[src/rtl/bus_arbiter_pkg.sv]
// Shared bus definitions: arbiter state encoding, master count and
// master index assignments used across the bus fabric.
package bus_arbiter_pkg;

  localparam int unsigned N_MASTERS_DEFAULT = 8;

  // Master index assignments on the shared bus
  localparam int unsigned MST_IC   = 0;
  localparam int unsigned MST_DC   = 1;
  localparam int unsigned MST_DMA0 = 2;
  localparam int unsigned MST_DMA1 = 3;
  localparam int unsigned MST_DMA2 = 4;
  localparam int unsigned MST_DMA3 = 5;
  localparam int unsigned MST_DMA4 = 6;
  localparam int unsigned MST_DMA5 = 7;

  typedef enum logic [1:0] {
    IDLE    = 2'd0,
    OWN     = 2'd1,
    RELEASE = 2'd2
  } arb_state_e;

  // Round-robin successor of a master index, wrapping at n
  function automatic int unsigned rr_next(input int unsigned idx, input int unsigned n);
    return (idx + 1 >= n) ? 0 : idx + 1;
  endfunction

endpackage

[src/rtl/bus_arbiter_if.sv]
// Request/grant and beat handshake between the bus masters, the slave
// side and the arbiter.
interface bus_arbiter_if
  import bus_arbiter_pkg::*;
#(
  parameter int unsigned N_MASTERS = N_MASTERS_DEFAULT,
  parameter int unsigned IDX_W     = $clog2(N_MASTERS)
);

  logic [N_MASTERS-1:0] DMA;
  logic                 BUS_req;
  logic                 BUS_ready;
  logic [N_MASTERS-1:0] grant;
  logic [IDX_W-1:0]     owner;
  logic                 busy;
  logic                 bus_err;

  // Bus side: requesters and the slave completion strobe
  modport master (
    output DMA, BUS_req, BUS_ready,
    input  grant, owner, busy, bus_err
  );

  // Arbiter side
  modport slave (
    input  DMA, BUS_req, BUS_ready,
    output grant, owner, busy, bus_err
  );

endinterface

[src/rtl/bus_arbiter_rr_pick.sv]
// Combinational round-robin picker: first set request at or above the
// start pointer, wrapping around.
module rr_pick
  import bus_arbiter_pkg::*;
#(
  parameter int unsigned N     = N_MASTERS_DEFAULT,
  parameter int unsigned IDX_W = $clog2(N)
) (
  input  logic [N-1:0]     i_req,
  input  logic [IDX_W-1:0] i_start,
  output logic [N-1:0]     o_grant,
  output logic [IDX_W-1:0] o_idx,
  output logic             o_valid
);

  // Scan from the start pointer upward with wrap; first hit wins
  always_comb begin
    logic [IDX_W-1:0] j;
    j       = '0;
    o_grant = '0;
    o_idx   = '0;
    o_valid = 1'b0;
    for (int unsigned k = 0; k < N; k++) begin
      j = IDX_W'((32'(i_start) + k) % N);
      if (!o_valid && i_req[j]) begin
        o_valid    = 1'b1;
        o_grant[j] = 1'b1;
        o_idx      = j;
      end
    end
  end

endmodule

[src/rtl/bus_arbiter.sv]
// Round-robin bus arbiter with tenure hold, beat-limit preemption and
// stuck-slave timeout recovery.
module bus_arbiter
  import bus_arbiter_pkg::*;
#(
  parameter int unsigned N_MASTERS = N_MASTERS_DEFAULT,
  parameter int unsigned MAX_BEATS = 16,
  parameter int unsigned TIMEOUT   = 255
) (
  input  logic         clk,
  input  logic         clr,
  bus_arbiter_if.slave bus
);

  localparam int unsigned IDX_W  = $clog2(N_MASTERS);
  localparam int unsigned BEAT_W = $clog2(MAX_BEATS + 1);
  localparam int unsigned WAIT_W = $clog2(TIMEOUT + 1);

  arb_state_e           r_state;
  arb_state_e           w_state_nxt;
  logic [IDX_W-1:0]     r_rr;
  logic [IDX_W-1:0]     w_rr_nxt;
  logic [BEAT_W-1:0]    r_beats;
  logic [BEAT_W-1:0]    w_beats_nxt;
  logic [WAIT_W-1:0]    r_wait;
  logic [WAIT_W-1:0]    w_wait_nxt;
  logic [N_MASTERS-1:0] r_grant;
  logic [N_MASTERS-1:0] w_grant_nxt;
  logic [IDX_W-1:0]     r_owner;
  logic [IDX_W-1:0]     w_owner_nxt;
  logic                 r_busy;
  logic                 w_busy_nxt;
  logic                 r_bus_err;
  logic                 w_bus_err_nxt;

  logic [N_MASTERS-1:0] w_pick_onehot;
  logic [IDX_W-1:0]     w_pick_idx;
  logic                 w_pick_valid;
  logic                 w_beat;
  logic                 w_wait_cycle;
  logic                 w_timeout;
  logic                 w_others;
  logic                 w_exit_done;
  logic                 w_exit_preempt;
  logic                 w_exit;

  rr_pick #(
    .N     (N_MASTERS),
    .IDX_W (IDX_W)
  ) u_pick (
    .i_req   (bus.DMA),
    .i_start (r_rr),
    .o_grant (w_pick_onehot),
    .o_idx   (w_pick_idx),
    .o_valid (w_pick_valid)
  );

  assign w_beat       = bus.BUS_req & bus.BUS_ready;
  assign w_wait_cycle = bus.BUS_req & ~bus.BUS_ready;
  // Compare against TIMEOUT-1 so the abort lands on the edge where the
  // wait count would reach TIMEOUT.
  assign w_timeout    = w_wait_cycle && (r_wait == WAIT_W'(TIMEOUT - 1));
  assign w_others     = |(bus.DMA & ~(N_MASTERS'(1) << r_owner));
  assign w_exit_done  = !bus.DMA[r_owner] && !bus.BUS_req;
  assign w_exit_preempt = (r_beats >= BEAT_W'(MAX_BEATS)) && w_others && !bus.BUS_req;
  assign w_exit       = w_timeout || w_exit_done || w_exit_preempt;

  // State register
  always_ff @(posedge clk or negedge clr) begin
    if (!clr) r_state <= IDLE;
    else      r_state <= w_state_nxt;
  end

  // Next-state decision
  always_comb begin
    w_state_nxt = r_state;
    case (r_state)
      IDLE:    if (w_pick_valid) w_state_nxt = OWN;
      OWN:     if (w_exit)       w_state_nxt = RELEASE;
      RELEASE:                   w_state_nxt = IDLE;
      default:                   w_state_nxt = IDLE;
    endcase
  end

  // Next values for grant outputs, rr pointer and tenure counters
  always_comb begin
    w_grant_nxt   = r_grant;
    w_owner_nxt   = r_owner;
    w_busy_nxt    = r_busy;
    w_bus_err_nxt = 1'b0;
    w_rr_nxt      = r_rr;
    w_beats_nxt   = r_beats;
    w_wait_nxt    = r_wait;
    case (r_state)
      IDLE: begin
        w_grant_nxt = '0;
        w_busy_nxt  = 1'b0;
        if (w_pick_valid) begin
          w_grant_nxt = w_pick_onehot;
          w_owner_nxt = w_pick_idx;
          w_busy_nxt  = 1'b1;
          w_rr_nxt    = IDX_W'(rr_next(32'(w_pick_idx), N_MASTERS));
          w_beats_nxt = '0;
          w_wait_nxt  = '0;
        end
      end
      OWN: begin
        if (w_exit) begin
          w_grant_nxt   = '0;
          w_busy_nxt    = 1'b0;
          w_bus_err_nxt = w_timeout;
          w_beats_nxt   = '0;
          w_wait_nxt    = '0;
        end else begin
          if (w_beat && (r_beats < BEAT_W'(MAX_BEATS)))
            w_beats_nxt = r_beats + BEAT_W'(1);
          w_wait_nxt = w_wait_cycle ? (r_wait + WAIT_W'(1)) : '0;
        end
      end
      default: begin
        w_grant_nxt = '0;
        w_busy_nxt  = 1'b0;
      end
    endcase
  end

  // Registered outputs, rr pointer and counters
  always_ff @(posedge clk or negedge clr) begin
    if (!clr) begin
      r_grant   <= '0;
      r_owner   <= IDX_W'(MST_IC);
      r_busy    <= 1'b0;
      r_bus_err <= 1'b0;
      r_rr      <= '0;
      r_beats   <= '0;
      r_wait    <= '0;
    end else begin
      r_grant   <= w_grant_nxt;
      r_owner   <= w_owner_nxt;
      r_busy    <= w_busy_nxt;
      r_bus_err <= w_bus_err_nxt;
      r_rr      <= w_rr_nxt;
      r_beats   <= w_beats_nxt;
      r_wait    <= w_wait_nxt;
    end
  end

  assign bus.grant   = r_grant;
  assign bus.owner   = r_owner;
  assign bus.busy    = r_busy;
  assign bus.bus_err = r_bus_err;

endmodule

[src/flat_wrapper.sv]
// flat-port wrapper written by rule: the top's interface ports become plain ports
module bus_arbiter_flat import bus_arbiter_pkg::*;
#(
  parameter int unsigned N_MASTERS = N_MASTERS_DEFAULT,
  parameter int unsigned MAX_BEATS = 16,
  parameter int unsigned TIMEOUT   = 255
)
  (clk, clr, bus_DMA, bus_BUS_req, bus_BUS_ready, bus_grant, bus_owner, bus_busy, bus_bus_err);
  bus_arbiter_if #(.N_MASTERS(N_MASTERS)) bus_i ();
  input  logic clk;
  input  logic clr;
  input wire logic [$bits(bus_i.DMA)-1:0] bus_DMA;
  input wire logic [$bits(bus_i.BUS_req)-1:0] bus_BUS_req;
  input wire logic [$bits(bus_i.BUS_ready)-1:0] bus_BUS_ready;
  output wire logic [$bits(bus_i.grant)-1:0] bus_grant;
  output wire logic [$bits(bus_i.owner)-1:0] bus_owner;
  output wire logic [$bits(bus_i.busy)-1:0] bus_busy;
  output wire logic [$bits(bus_i.bus_err)-1:0] bus_bus_err;
  assign bus_i.DMA = bus_DMA;
  assign bus_i.BUS_req = bus_BUS_req;
  assign bus_i.BUS_ready = bus_BUS_ready;
  assign bus_grant = bus_i.grant;
  assign bus_owner = bus_i.owner;
  assign bus_busy = bus_i.busy;
  assign bus_bus_err = bus_i.bus_err;
  bus_arbiter #(.N_MASTERS(N_MASTERS), .MAX_BEATS(MAX_BEATS), .TIMEOUT(TIMEOUT)) u_core (.clk(clk), .clr(clr), .bus(bus_i));
endmodule
[config.mk]
export PLATFORM = sky130hd
export DESIGN_NAME = bus_arbiter_flat
export DESIGN_NICKNAME = d
export VERILOG_FILES = /design/src/rtl/bus_arbiter_pkg.sv /design/src/rtl/bus_arbiter_if.sv /design/src/rtl/bus_arbiter_rr_pick.sv /design/src/rtl/bus_arbiter.sv /design/src/flat_wrapper.sv
export SDC_FILE = /design/constraint.sdc
export NUM_CORES = 1
export LEC_CHECK = 0
export BUFFER_PORTS_ARGS = -buffer_cell sky130_fd_sc_hd__buf_2
export CORE_AREA = 2 2 76 78
export DETAILED_ROUTE_END_ITERATION = 10
export DIE_AREA = 0 0 78 80
export PLACE_DENSITY = 0.76
export SLEW_MARGIN = 20
export SYNTH_ARGS = -nofsm -noshare
export SYNTH_HDL_FRONTEND = slang
export SYNTH_SLANG_ARGS = --single-unit
[constraint.sdc]
create_clock -name clk -period 4.9 [get_ports clk]
set_input_delay 0.98 -clock clk [delete_from_list [all_inputs] [get_ports clk]]
set_output_delay 0.98 -clock clk [all_outputs]
set_load 0.02 [all_outputs]
==> Flow_metrics.wiki <==
{| class="wikitable"
! Metric !! Value
|-
| Status || complete, no violations
|-
| Critical Path Source Type || flop
|-
| Number of top-level design ports || 25
|-
| Flip-flop and latch count after synthesis || 31
|-
| Critical Path Fanout Max || 16
|-
| Hold slack final || approximately 0.48 ns
|-
| Die Wd || 78 µm
|-
| Worst r2r src || u_core.r_rr[0]
|-
| Global routing met2 resource utilization || 0.368
|-
| Total vias in the final route || 2,567
|-
| Routability congestion estimate from global placement || between 0.9 and 1
|-
| Vias in the first global route || between 2,000 and 2,500
|-
| Period Utilization, post-route || 0.782
|-
| Path type of the worst min-delay path || flop to flop
|-
| Final layout net count || about 350
|-
| Maximum operating frequency || about 260 MHz
|-
| Summed negative setup slack over all endpoints || 0 ns
|-
| Port bufs || 24
|-
| Buffer depth of the longest clock path || 2
|-
| Area Growth Syn to Fin || 9.12%
|-
| Cell area after layout || 3170 µm²
|-
| GR Layer Usage met3 || 0.0339
|-
| Post-detailed-route DRC marker count || 0
|-
| Iteration count of the initial detailed-routing pass || 4
|-
| Relative slew margins || 0.482
|-
| H-Tree Level Count || 2
|-
| Number of max-slew violations in the final report || 0
|-
| Most frequent standard cell in the layout excluding fill and tap cells || sky130_fd_sc_hd__nand2_1
|-
| Grt peak-use layer || met2
|-
| Most frequent cells in the layout || 37 x sky130_fd_sc_hd__nand2_1, 31 x sky130_fd_sc_hd__dfrtp_1, 24 x sky130_fd_sc_hd__buf_2
|-
| First-pass GRT wire length || 11,700 µm
|-
| Share of post-route cells with drive strength above 1 || 0.224
|-
| Global route total overflow || 0
|-
| Power per standard cell area || approximately 750 nW/µm²
|-
| Final worst path period need || 3.83 ns
|-
| Critical hold path startpoint || u_core.bus.busy
|-
| Antenna violations before repair || 0
|-
| Routed via count divided by cell count || 6.37
|-
| Top area cells in the synthesized netlist || sky130_fd_sc_hd__dfrtp_1 27%, sky130_fd_sc_hd__mux4_2 7.7%, sky130_fd_sc_hd__nand2_1 4.8%
|-
| Post-DR wirelength/cell || 16.8 µm
|-
| Row cnt || 27
|-
| Library cell used as clock root buffer || sky130_fd_sc_hd__clkbuf_8
|-
| Clock transition at path regs || 0.07 ns
|-
| Cell area after synthesis || 2910 µm²
|-
| Number of hold-slack violations in the final timing report || 0
|-
| TritonCTS clock tree || done
|-
| Setup-failing EPs final || 0
|-
| Count of flip-flops with a built-in enable after synthesis || 0
|-
| Number of distinct library cells after synthesis || 71
|-
| Initial cell density of the core || 0.538
|-
| Number of antenna-violating nets in the routed design || 0
|-
| Post-synth top flop || sky130_fd_sc_hd__dfrtp_1
|-
| Placed cell areas || 3050 µm²
|-
| Grt met1 use || 0.336
|-
| Required time at the endpoint of the critical path || slightly above 5 ns
|-
| Clock latency reported for the late side of the worst-skew pair || between 0.2 and 0.3 ns
|-
| Post-CTS Repair Setup Buffers || 0
|-
| Pleak || 1.33 nW
|-
| Worst voltage drop across the vdd grid || about 0.00034 V
|-
| Setup repair after global routing missed its margin || no
|-
| Synthesized Nets || 332
|-
| Filler cells || roughly 500
|-
| CTS sink count || 31
|-
| Post-cts hold buffer count || 0
|-
| Core area || 5410 µm²
|-
| Setup skew after layout || 0.00551 ns
|-
| Critical path capture point type || flop
|-
| Total half-perimeter wirelength after legalization and detailed placement || approximately 5000 µm
|-
| Post-synthesis async set-or-reset flop share || 1.00
|-
| Count of cells resized by post-cts repair || 0
|-
| Origin of the worst setup path || u_core.r_rr[0]
|-
| Data arrival at the endpoint of the critical path || ~4.0 ns
|-
| Synthesis Warnings || 0
|-
| Setup Crit Path Kind || flop to flop
|-
| Worst slack, placed || roughly 1.0 ns
|-
| Tightest Pin Transition || slightly below 0.8 ns
|-
| Max_cap viols || 0
|-
| Maximum number of pins on one net before global-route repair || 32
|-
| Post-synth top area cell || sky130_fd_sc_hd__dfrtp_1
|-
| Total Die Area || 6240 µm²
|-
| Area share of the largest cell type after synthesis || 0.267
|-
| Num CTS Buffers || 5
|-
| Slack of the critical path || 1.07 ns
|-
| Sequential share of the synthesized area || 0.267
|-
| Total length of routed wires || between 6000 and 7000 µm
|-
| Syn_area_per_cell || roughly 9.4 µm²
|-
| Final antenna diode count || 0
|-
| Die height || 80 µm
|-
| Total GRT Usage || 0.237
|-
| Cell count after synthesis || a little over 300
|-
| Iteration-0 DRC count of the detailed router || about 140
|}
where the power goes:
group | total [mW] | leakage, nW | internal [mW] | switching [mW]
combinational | 1.73 | 0.857 | 0.712 | 1.02
clock | 0.266 | 0.0612 | 0.164 | 0.102
sequential | 0.386 | 0.412 | 0.320 | 0.0669
total | 2.38 | 1.33 | 1.20 | 1.19
worst max-delay path, cell delays in order, from the launching register on:
cell	delay [ns]
sky130_fd_sc_hd__dfrtp_1	0.34
sky130_fd_sc_hd__inv_1	0.04
sky130_fd_sc_hd__buf_4	0.18
sky130_fd_sc_hd__ha_1	0.44
sky130_fd_sc_hd__buf_4	0.26
sky130_fd_sc_hd__mux4_2	0.39
sky130_fd_sc_hd__mux2_2	0.29
sky130_fd_sc_hd__or2_4	0.26
sky130_fd_sc_hd__or4_4	0.52
sky130_fd_sc_hd__o32ai_1	0.31
sky130_fd_sc_hd__a31o_2	0.20
sky130_fd_sc_hd__ha_1	0.17
sky130_fd_sc_hd__nor2_1	0.06
sky130_fd_sc_hd__a31o_1	0.23
cells in the mapped netlist, drive strengths merged, types with 4 or more instances:
cell type  number
ha             11
nand2b          4
dfrtp          31
nand3          11
and3            5
nand2          38
o21ai          18
mux4           14
a2111oi         5
o31ai           4
clkbuf          9
nor2           23
o22ai           5
mux2i          10
a31oi           5
buf             8
a21boi          4
nor3            6
mux2           11
inv            11
nand3b          4
a211oi          5
a21oi          12
a221o           5
metal layers:
metal	wire length, µm	vias to the layer above
li1	-	1245
met1	3090	1218
met2	3180	91
met3	377	13
met4	136	0
met5	0	-
cells by family after synthesis:
logic type / after synthesis / share of synthesized area
simple gates: 109 / 0.188
compound gates: 91 / 0.235
mux: 35 / 0.195
flops: 31 / 0.267
buf+inv: 28 / 0.0559
fa+ha+maj: 11 / 0.0473
xor+xnor: 4 / 0.0120
layout make-up:
class                   instances  area [µm²]  share of cell area
clock inverters                 2        35.0              0.0110
repair buffers                 31         173              0.0544
well taps                      72        90.1              0.0284
inverters                      11        41.3              0.0130
flip-flops and latches         31         776               0.244
multi-input cells             250        1980               0.623
clock buffers                   6        82.6              0.0260
path summary, 6_finish.rpt:
check | endpoint | slack, ns | cells past startpoint
worst max-delay path | u_core.r_rr[2] | 1.07 | 13
worst min-delay path | u_core.bus.busy | 0.48 | 2
worst max register to register | u_core.r_rr[2] | 1.07 | 13
worst min register to register | u_core.bus.busy | 0.48 | 2
max in group asynchronous | u_core.r_state[0] | 3.72 | 1
min in group asynchronous | u_core.bus.grant[5] | 0.73 | 1
state kept, by name, indices dropped and copies added, names as in the netlist:
register and flops:
u_core.r_rr 3, u_core.r_state 2, u_core.r_wait 8, u_core.bus.grant 8, u_core.bus.bus_err 1, u_core.bus.busy 1
u_core.r_beats 5, u_core.bus.owner 3
per-stage QoR:
step,instances,power (mW),utilization
after floorplan,309,1.79,-
after global placement,395,2.06,0.564
after detailed placement,395,2.09,0.564
after CTS,403,2.36,0.586
after global routing,403,2.59,0.587
final,403,2.38,0.587
Power figures use the tool's default switching activity.
